**src/rtl/aha_axi_burst_master.sv**
```systemverilog
// AXI4 burst manager: turns one (addr, len, rd/wr) command into a single INCR burst
// on 64-bit AXI, streaming write data in and read data out, one transaction at a time.
module aha_axi_burst_master #(
    parameter int ID_WIDTH = 4,
    parameter int AXI_ID   = 0,
    parameter int ARB_PRIO = 0
) (
    input  logic                ACLK,
    input  logic                ARESETn,
    // command
    input  logic                CMD_VALID,
    output logic                CMD_READY,
    input  logic                CMD_WRITE,
    input  logic [31:0]         CMD_ADDR,
    input  logic [7:0]          CMD_LEN,
    // write beat stream
    input  logic [63:0]         WR_DATA,
    input  logic [7:0]          WR_STRB,
    input  logic                WR_VALID,
    output logic                WR_READY,
    // read beat stream
    output logic [63:0]         RD_DATA,
    output logic                RD_LAST,
    output logic                RD_VALID,
    input  logic                RD_READY,
    // completion
    output logic                DONE_VALID,
    output logic [1:0]          DONE_RESP,
    // AW
    output logic [ID_WIDTH-1:0] AWID,
    output logic [31:0]         AWADDR,
    output logic [7:0]          AWLEN,
    output logic [2:0]          AWSIZE,
    output logic [1:0]          AWBURST,
    output logic                AWLOCK,
    output logic [3:0]          AWCACHE,
    output logic [2:0]          AWPROT,
    output logic                AWVALID,
    input  logic                AWREADY,
    // W
    output logic [63:0]         WDATA,
    output logic [7:0]          WSTRB,
    output logic                WLAST,
    output logic                WVALID,
    input  logic                WREADY,
    // B
    input  logic [ID_WIDTH-1:0] BID,
    input  logic [1:0]          BRESP,
    input  logic                BVALID,
    output logic                BREADY,
    // AR
    output logic [ID_WIDTH-1:0] ARID,
    output logic [31:0]         ARADDR,
    output logic [7:0]          ARLEN,
    output logic [2:0]          ARSIZE,
    output logic [1:0]          ARBURST,
    output logic                ARLOCK,
    output logic [3:0]          ARCACHE,
    output logic [2:0]          ARPROT,
    output logic                ARVALID,
    input  logic                ARREADY,
    // R
    input  logic [ID_WIDTH-1:0] RID,
    input  logic [63:0]         RDATA,
    input  logic [1:0]          RRESP,
    input  logic                RLAST,
    input  logic                RVALID,
    output logic                RREADY
);

    localparam logic [2:0] S_IDLE  = 3'd0;
    localparam logic [2:0] S_WADDR = 3'd1;
    localparam logic [2:0] S_WDATA = 3'd2;
    localparam logic [2:0] S_WRESP = 3'd3;
    localparam logic [2:0] S_RADDR = 3'd4;
    localparam logic [2:0] S_RDATA = 3'd5;
    localparam logic [2:0] S_DONE  = 3'd6;

    localparam logic [1:0] RESP_OKAY   = 2'b00;
    localparam logic [1:0] RESP_SLVERR = 2'b10;

    logic [2:0]  r_state;
    logic [31:0] r_addr;
    logic [7:0]  r_len;
    logic [7:0]  r_cnt;
    logic [1:0]  r_resp;

    logic        w_cmd_acc;
    logic [9:0]  w_page_end;
    logic        w_page_err;
    logic        w_last;
    logic        w_wbeat;
    logic        w_rbeat;
    logic [1:0]  w_rstat;

    assign w_cmd_acc  = CMD_VALID && (r_state == S_IDLE);
    // Burst must not run past the 4KB page: last beat index within the page <= 511
    assign w_page_end = {1'b0, CMD_ADDR[11:3]} + {2'b00, CMD_LEN};
    assign w_page_err = (w_page_end > 10'd511);
    assign w_last     = (r_cnt == r_len);
    assign w_wbeat    = (r_state == S_WDATA) && WR_VALID && WREADY;
    assign w_rbeat    = (r_state == S_RDATA) && RVALID && RD_READY;

    // Per-beat read status: subordinate error wins, else RLAST must line up with our count
    always_comb begin
        w_rstat = RESP_OKAY;
        if (RRESP != RESP_OKAY)
            w_rstat = RRESP;
        else if (RLAST != w_last)
            w_rstat = RESP_SLVERR;
    end

    always_ff @(posedge ACLK or negedge ARESETn) begin
        if (!ARESETn) begin
            r_state <= S_IDLE;
            r_addr  <= '0;
            r_len   <= '0;
            r_cnt   <= '0;
            r_resp  <= RESP_OKAY;
        end else begin
            case (r_state)
                S_IDLE: begin
                    if (w_cmd_acc) begin
                        r_addr <= {CMD_ADDR[31:3], 3'b000};
                        r_len  <= CMD_LEN;
                        r_cnt  <= '0;
                        if (w_page_err) begin
                            r_resp  <= RESP_SLVERR;
                            r_state <= S_DONE;
                        end else begin
                            r_resp  <= RESP_OKAY;
                            r_state <= CMD_WRITE ? S_WADDR : S_RADDR;
                        end
                    end
                end
                S_WADDR: if (AWREADY) r_state <= S_WDATA;
                S_WDATA: begin
                    if (w_wbeat) begin
                        if (w_last) r_state <= S_WRESP;
                        else        r_cnt   <= r_cnt + 8'd1;
                    end
                end
                S_WRESP: begin
                    if (BVALID) begin
                        r_resp  <= BRESP;
                        r_state <= S_DONE;
                    end
                end
                S_RADDR: if (ARREADY) r_state <= S_RDATA;
                S_RDATA: begin
                    if (w_rbeat) begin
                        // First bad status sticks for the whole burst
                        if (r_resp == RESP_OKAY && w_rstat != RESP_OKAY)
                            r_resp <= w_rstat;
                        if (w_last) r_state <= S_DONE;
                        else        r_cnt   <= r_cnt + 8'd1;
                    end
                end
                S_DONE:  r_state <= S_IDLE;
                default: r_state <= S_IDLE;
            endcase
        end
    end

    assign CMD_READY  = (r_state == S_IDLE);
    assign DONE_VALID = (r_state == S_DONE);
    assign DONE_RESP  = (r_state == S_DONE) ? r_resp : RESP_OKAY;

    assign AWID    = ID_WIDTH'(AXI_ID);
    assign AWADDR  = r_addr;
    assign AWLEN   = r_len;
    assign AWSIZE  = 3'b011;
    assign AWBURST = 2'b01;
    assign AWLOCK  = 1'b0;
    assign AWCACHE = 4'b0000;
    assign AWPROT  = 3'b000;
    assign AWVALID = (r_state == S_WADDR);

    assign WDATA    = WR_DATA;
    assign WSTRB    = WR_STRB;
    assign WLAST    = (r_state == S_WDATA) && w_last;
    assign WVALID   = (r_state == S_WDATA) && WR_VALID;
    assign WR_READY = (r_state == S_WDATA) && WREADY;
    assign BREADY   = (r_state == S_WRESP);

    assign ARID    = ID_WIDTH'(AXI_ID);
    assign ARADDR  = r_addr;
    assign ARLEN   = r_len;
    assign ARSIZE  = 3'b011;
    assign ARBURST = 2'b01;
    assign ARLOCK  = 1'b0;
    assign ARCACHE = 4'b0000;
    assign ARPROT  = 3'b000;
    assign ARVALID = (r_state == S_RADDR);

    assign RD_DATA  = RDATA;
    assign RD_LAST  = (r_state == S_RDATA) && w_last;
    assign RD_VALID = (r_state == S_RDATA) && RVALID;
    assign RREADY   = (r_state == S_RDATA) && RD_READY;

    // Single-ID fabric: response IDs are not checked; low address bits are word-aligned away
    logic w_unused_ok;
    assign w_unused_ok = ^{BID, RID, CMD_ADDR[2:0], (ARB_PRIO != 0)};

endmodule

```
**config.mk**
```make
export PLATFORM = sky130hd
export DESIGN_NAME = aha_axi_burst_master
export DESIGN_NICKNAME = d
export VERILOG_FILES = /design/src/rtl/aha_axi_burst_master.sv
export SDC_FILE = /design/constraint.sdc
export NUM_CORES = 1
export LEC_CHECK = 0
export BUFFER_PORTS_ARGS = -buffer_cell sky130_fd_sc_hd__buf_4
export CAP_MARGIN = 15
export CELL_PAD_IN_SITES_DETAIL_PLACEMENT = 1
export CELL_PAD_IN_SITES_GLOBAL_PLACEMENT = 2
export CORE_AREA = 2 2 182 184
export DETAILED_ROUTE_END_ITERATION = 10
export DIE_AREA = 0 0 184 186
export PLACE_DENSITY = 0.68
export SLEW_MARGIN = 20
export SYNTH_ARGS = -nofsm -noshare
export SYNTH_HDL_FRONTEND = slang
export SYNTH_SLANG_ARGS = --single-unit
```
**constraint.sdc**
```tcl
create_clock -name ACLK -period 3.15 [get_ports ACLK]
set_clock_uncertainty 0.05 [all_clocks]
set_input_delay 0.315 -clock ACLK [delete_from_list [all_inputs] [get_ports ACLK]]
set_output_delay 0.315 -clock ACLK [all_outputs]
set_load 0.05 [all_outputs]
```
==> results.py <==
metrics = {
    "status": {
        "outcome": "completed",
    },
    "place": {
        "dp_cells": 809,
        "placed_cell_area_sq_mm": 0.00434,
        "hpwl_mm": 9.84,
        "place_congestion": 0.713,
        "post-place-ws_ns": 0.797,
        "io_buffers": 139,
    },
    "finish": {
        "post_layout_nonfiller_instances": 817,
        "final_area_sq_mm": 0.00450,
        "area_growth_pct": 5.33,
        "fin_nets": 617,
        "layout_common_cells": "142 x buf_4, 50 x dfrtp_1, 40 x conb_1, 37 x mux2_2, 10 x a21oi_1",
        "insertedDiodeCount": 0,
        "drive_gt1_share_pct": 47.4,
        "layout_commonest_cell": "buf_4",
        "final_util_pct": 14.0,
    },
    "route": {
        "top_layer_used": "met5",
        "wl_met1_mm": 4.19,
        "dr.pass1.iters": 4,
        "wl_mm": 12.4,
        "drc": 0,
        "viasPerCell": 3.27,
        "ant_nets": 0,
        "drt-initial-drc-count": 66,
        "vias": 2673,
        "wl_met2_mm": 6.00,
        "dr_wl_met3_mm": 1.45,
        "routedWlPerCell_um": 15.2,
    },
    "power": {
        "p_leak_nw": 2.04,
        "combPwrFrac_pct": 67.5,
        "power.internal_mw": 2.61,
        "ir_drop_mv": 0.414,
        "switching_power_mw": 3.51,
        "total_power_mw": 6.12,
        "power.density_mw_per_mm2": 1360,
        "switching_share_pct": 57.3,
        "p_clk_share_pct": 10.6,
        "seqPwrFrac_pct": 21.9,
    },
    "setup_path": {
        "worst-setup-path-type": "reg2out",
        "worstPathRequired_ns": 2.78,
        "rr_worst_depth": 6,
        "cp.arrival_ns": 2.05,
        "startpoint": "r_cnt[5]",
        "start_kind": "flip-flop",
        "cp-end-kind": "primary output",
        "r2r_end": "r_cnt[5]",
        "rr_startpoint": "r_state[0]",
        "crit_fanout": 7,
        "endpoint": "RD_LAST",
        "r2r_slack_ns": 0.81,
    },
    "cts": {
        "insertion_delay_ns": 0.30,
        "tritoncts": "done",
        "h-tree-depth": 2,
        "postCtsSetupBuffers": 0,
        "cts_resized": 0,
        "clk_path_buf_depth": 2,
        "cts_buffers": 5,
        "path_clk_slew_ns": 0.07,
        "cts_root_buf": "clkbuf_16",
        "cts.sinks": 50,
        "hold_buffers": 0,
    },
    "floorplan": {
        "start_util_pct": 13.3,
        "die_w_um": 184,
        "num_io_pins": 463,
        "dieArea_sq_mm": 0.0342,
        "core_sq_mm": 0.0322,
        "die_h_um": 186,
        "placementRows": 66,
    },
    "yosys": {
        "synth-seq-area-share_pct": 29.3,
        "synth_cells": 445,
        "async_reset_ff_share_pct": 100,
        "ys_warn_count": 0,
        "syn-cell-area_sq_mm": 0.00428,
        "synthTopCellsByArea": "buf_4 37%, dfrtp_1 29%, mux2_2 9.7%, ha_1 2.6%, xor2_1 1.6%",
        "syn_avg_cell_area_sq_um": 9.61,
        "synth-seq-cells": 50,
        "synth_top_area_share_pct": 37.4,
        "synthFlopType": "dfrtp_1",
        "yosys.cell_types.count": 45,
        "synth_largest_area_cell": "buf_4",
        "synth_edf_count": 0,
    },
    "timing": {
        "timing.fmax_mhz": 414,
        "final_max_slew_viol_count": 0,
        "tightest_slew_ns": 0.731,
        "max_slew_margin_pct": 51.2,
        "rsz0062_at_grt": "no",
        "hold_ws_ns": 0.0153,
        "finalCritPeriodShare_pct": 76.6,
        "final_hold_viol_count": 0,
        "fin_crit_ns": 2.41,
        "finalSetupTns_ns": 0,
        "layout_setup_ws_ns": 0.736,
        "setup_viol": 0,
    },
    "grt": {
        "grt_max_degree": 51,
        "gr-total-overflow": 0,
        "grt_antenna_before_repair": 0,
        "grt.total_usage_pct": 6.96,
        "grt_pass1_wl_mm": 17.1,
        "first_global_vias": 2675,
    },
    "job": {
        "drv_cap": 0,
    },
    "worst_hold_path": {
        "hp-class": "in2async",
    },
}
## power by group through the flow
stage	registers (mW)	logic [mW]	clock network, mW
after global placement	1.36	4.15	0
final	1.34	4.13	0.649
after global routing	1.41	4.36	0.711
after CTS	1.37	4.19	0.694
after detailed placement	1.38	4.19	0
after floorplan	2.07	3.01	0
## how the worst min path moves through the flow
| stage | end | slack [ns] |
|---|---|---|
| floorplan | ARADDR[10] | -0.03 |
| global placement | ARADDR[9] | 0.38 |
| detailed placement | ARADDR[12] | 0.39 |
| CTS | ARADDR[12] | 0.05 |
| global route | ARADDR[9] | 0.06 |
| finish | ARADDR[12] | 0.02 |
## kinds of logic (layout without fill, tap and decap cells)
kind of cell / after synthesis / in the layout / share of synthesized area (%)
XOR/XNOR: 8 / 8 / 1.64
multiplexers: 38 / 38 / 9.98
other: 2 / 40 / 0.176
flip-flops: 50 / 50 / 29.3
AND/OR/NAND/NOR: 57 / 57 / 8.96
buffers and inverters: 232 / 158 / 39.5
AO/OA/AOI/OAI: 49 / 49 / 7.84
adder cells (fa/ha/maj): 9 / 9 / 2.63
## sequential cells by signal, indices dropped and copies added (netlist names)
register,cells
r_state,3
ARADDR,29
r_cnt,8
ARLEN,8
r_resp,2
## cell type report
type	count	area (sq um)
fillers	3791	27700
clock inverters	2	37.5
inverters	8	30.0
well taps	408	510
multi-input cells	201	1480
clock buffers	6	129
repair buffers	142	1070
flip-flops and latches	50	1250
## worst max-delay path: stages, from the launching register on
cell and delay (ns):
dfrtp_1 0.47, xor2_1 0.22, nor4_4 0.56, nand2_1 0.17, nor2_1 0.13, buf_4 0.21
## per-layer routing
metal	track usage [%]	vias to the layer above
li1	-	1165
met5	1.19	-
met1	6.45	1241
met2	12.0	194
met4	5.18	2
met3	3.17	71
## synth_stat cells (all sizes together) (5+ instances only)
cell type	number
o21ai	9
o21a	6
xor2	8
and2	5
and3	7
ha	9
buf	223
mux2	37
a21oi	10
inv	8
nor3	7
dfrtp	50
nor2	7
nor4	6
a31oi	9
No activity file was read; power rests on OpenSTA's default activity.
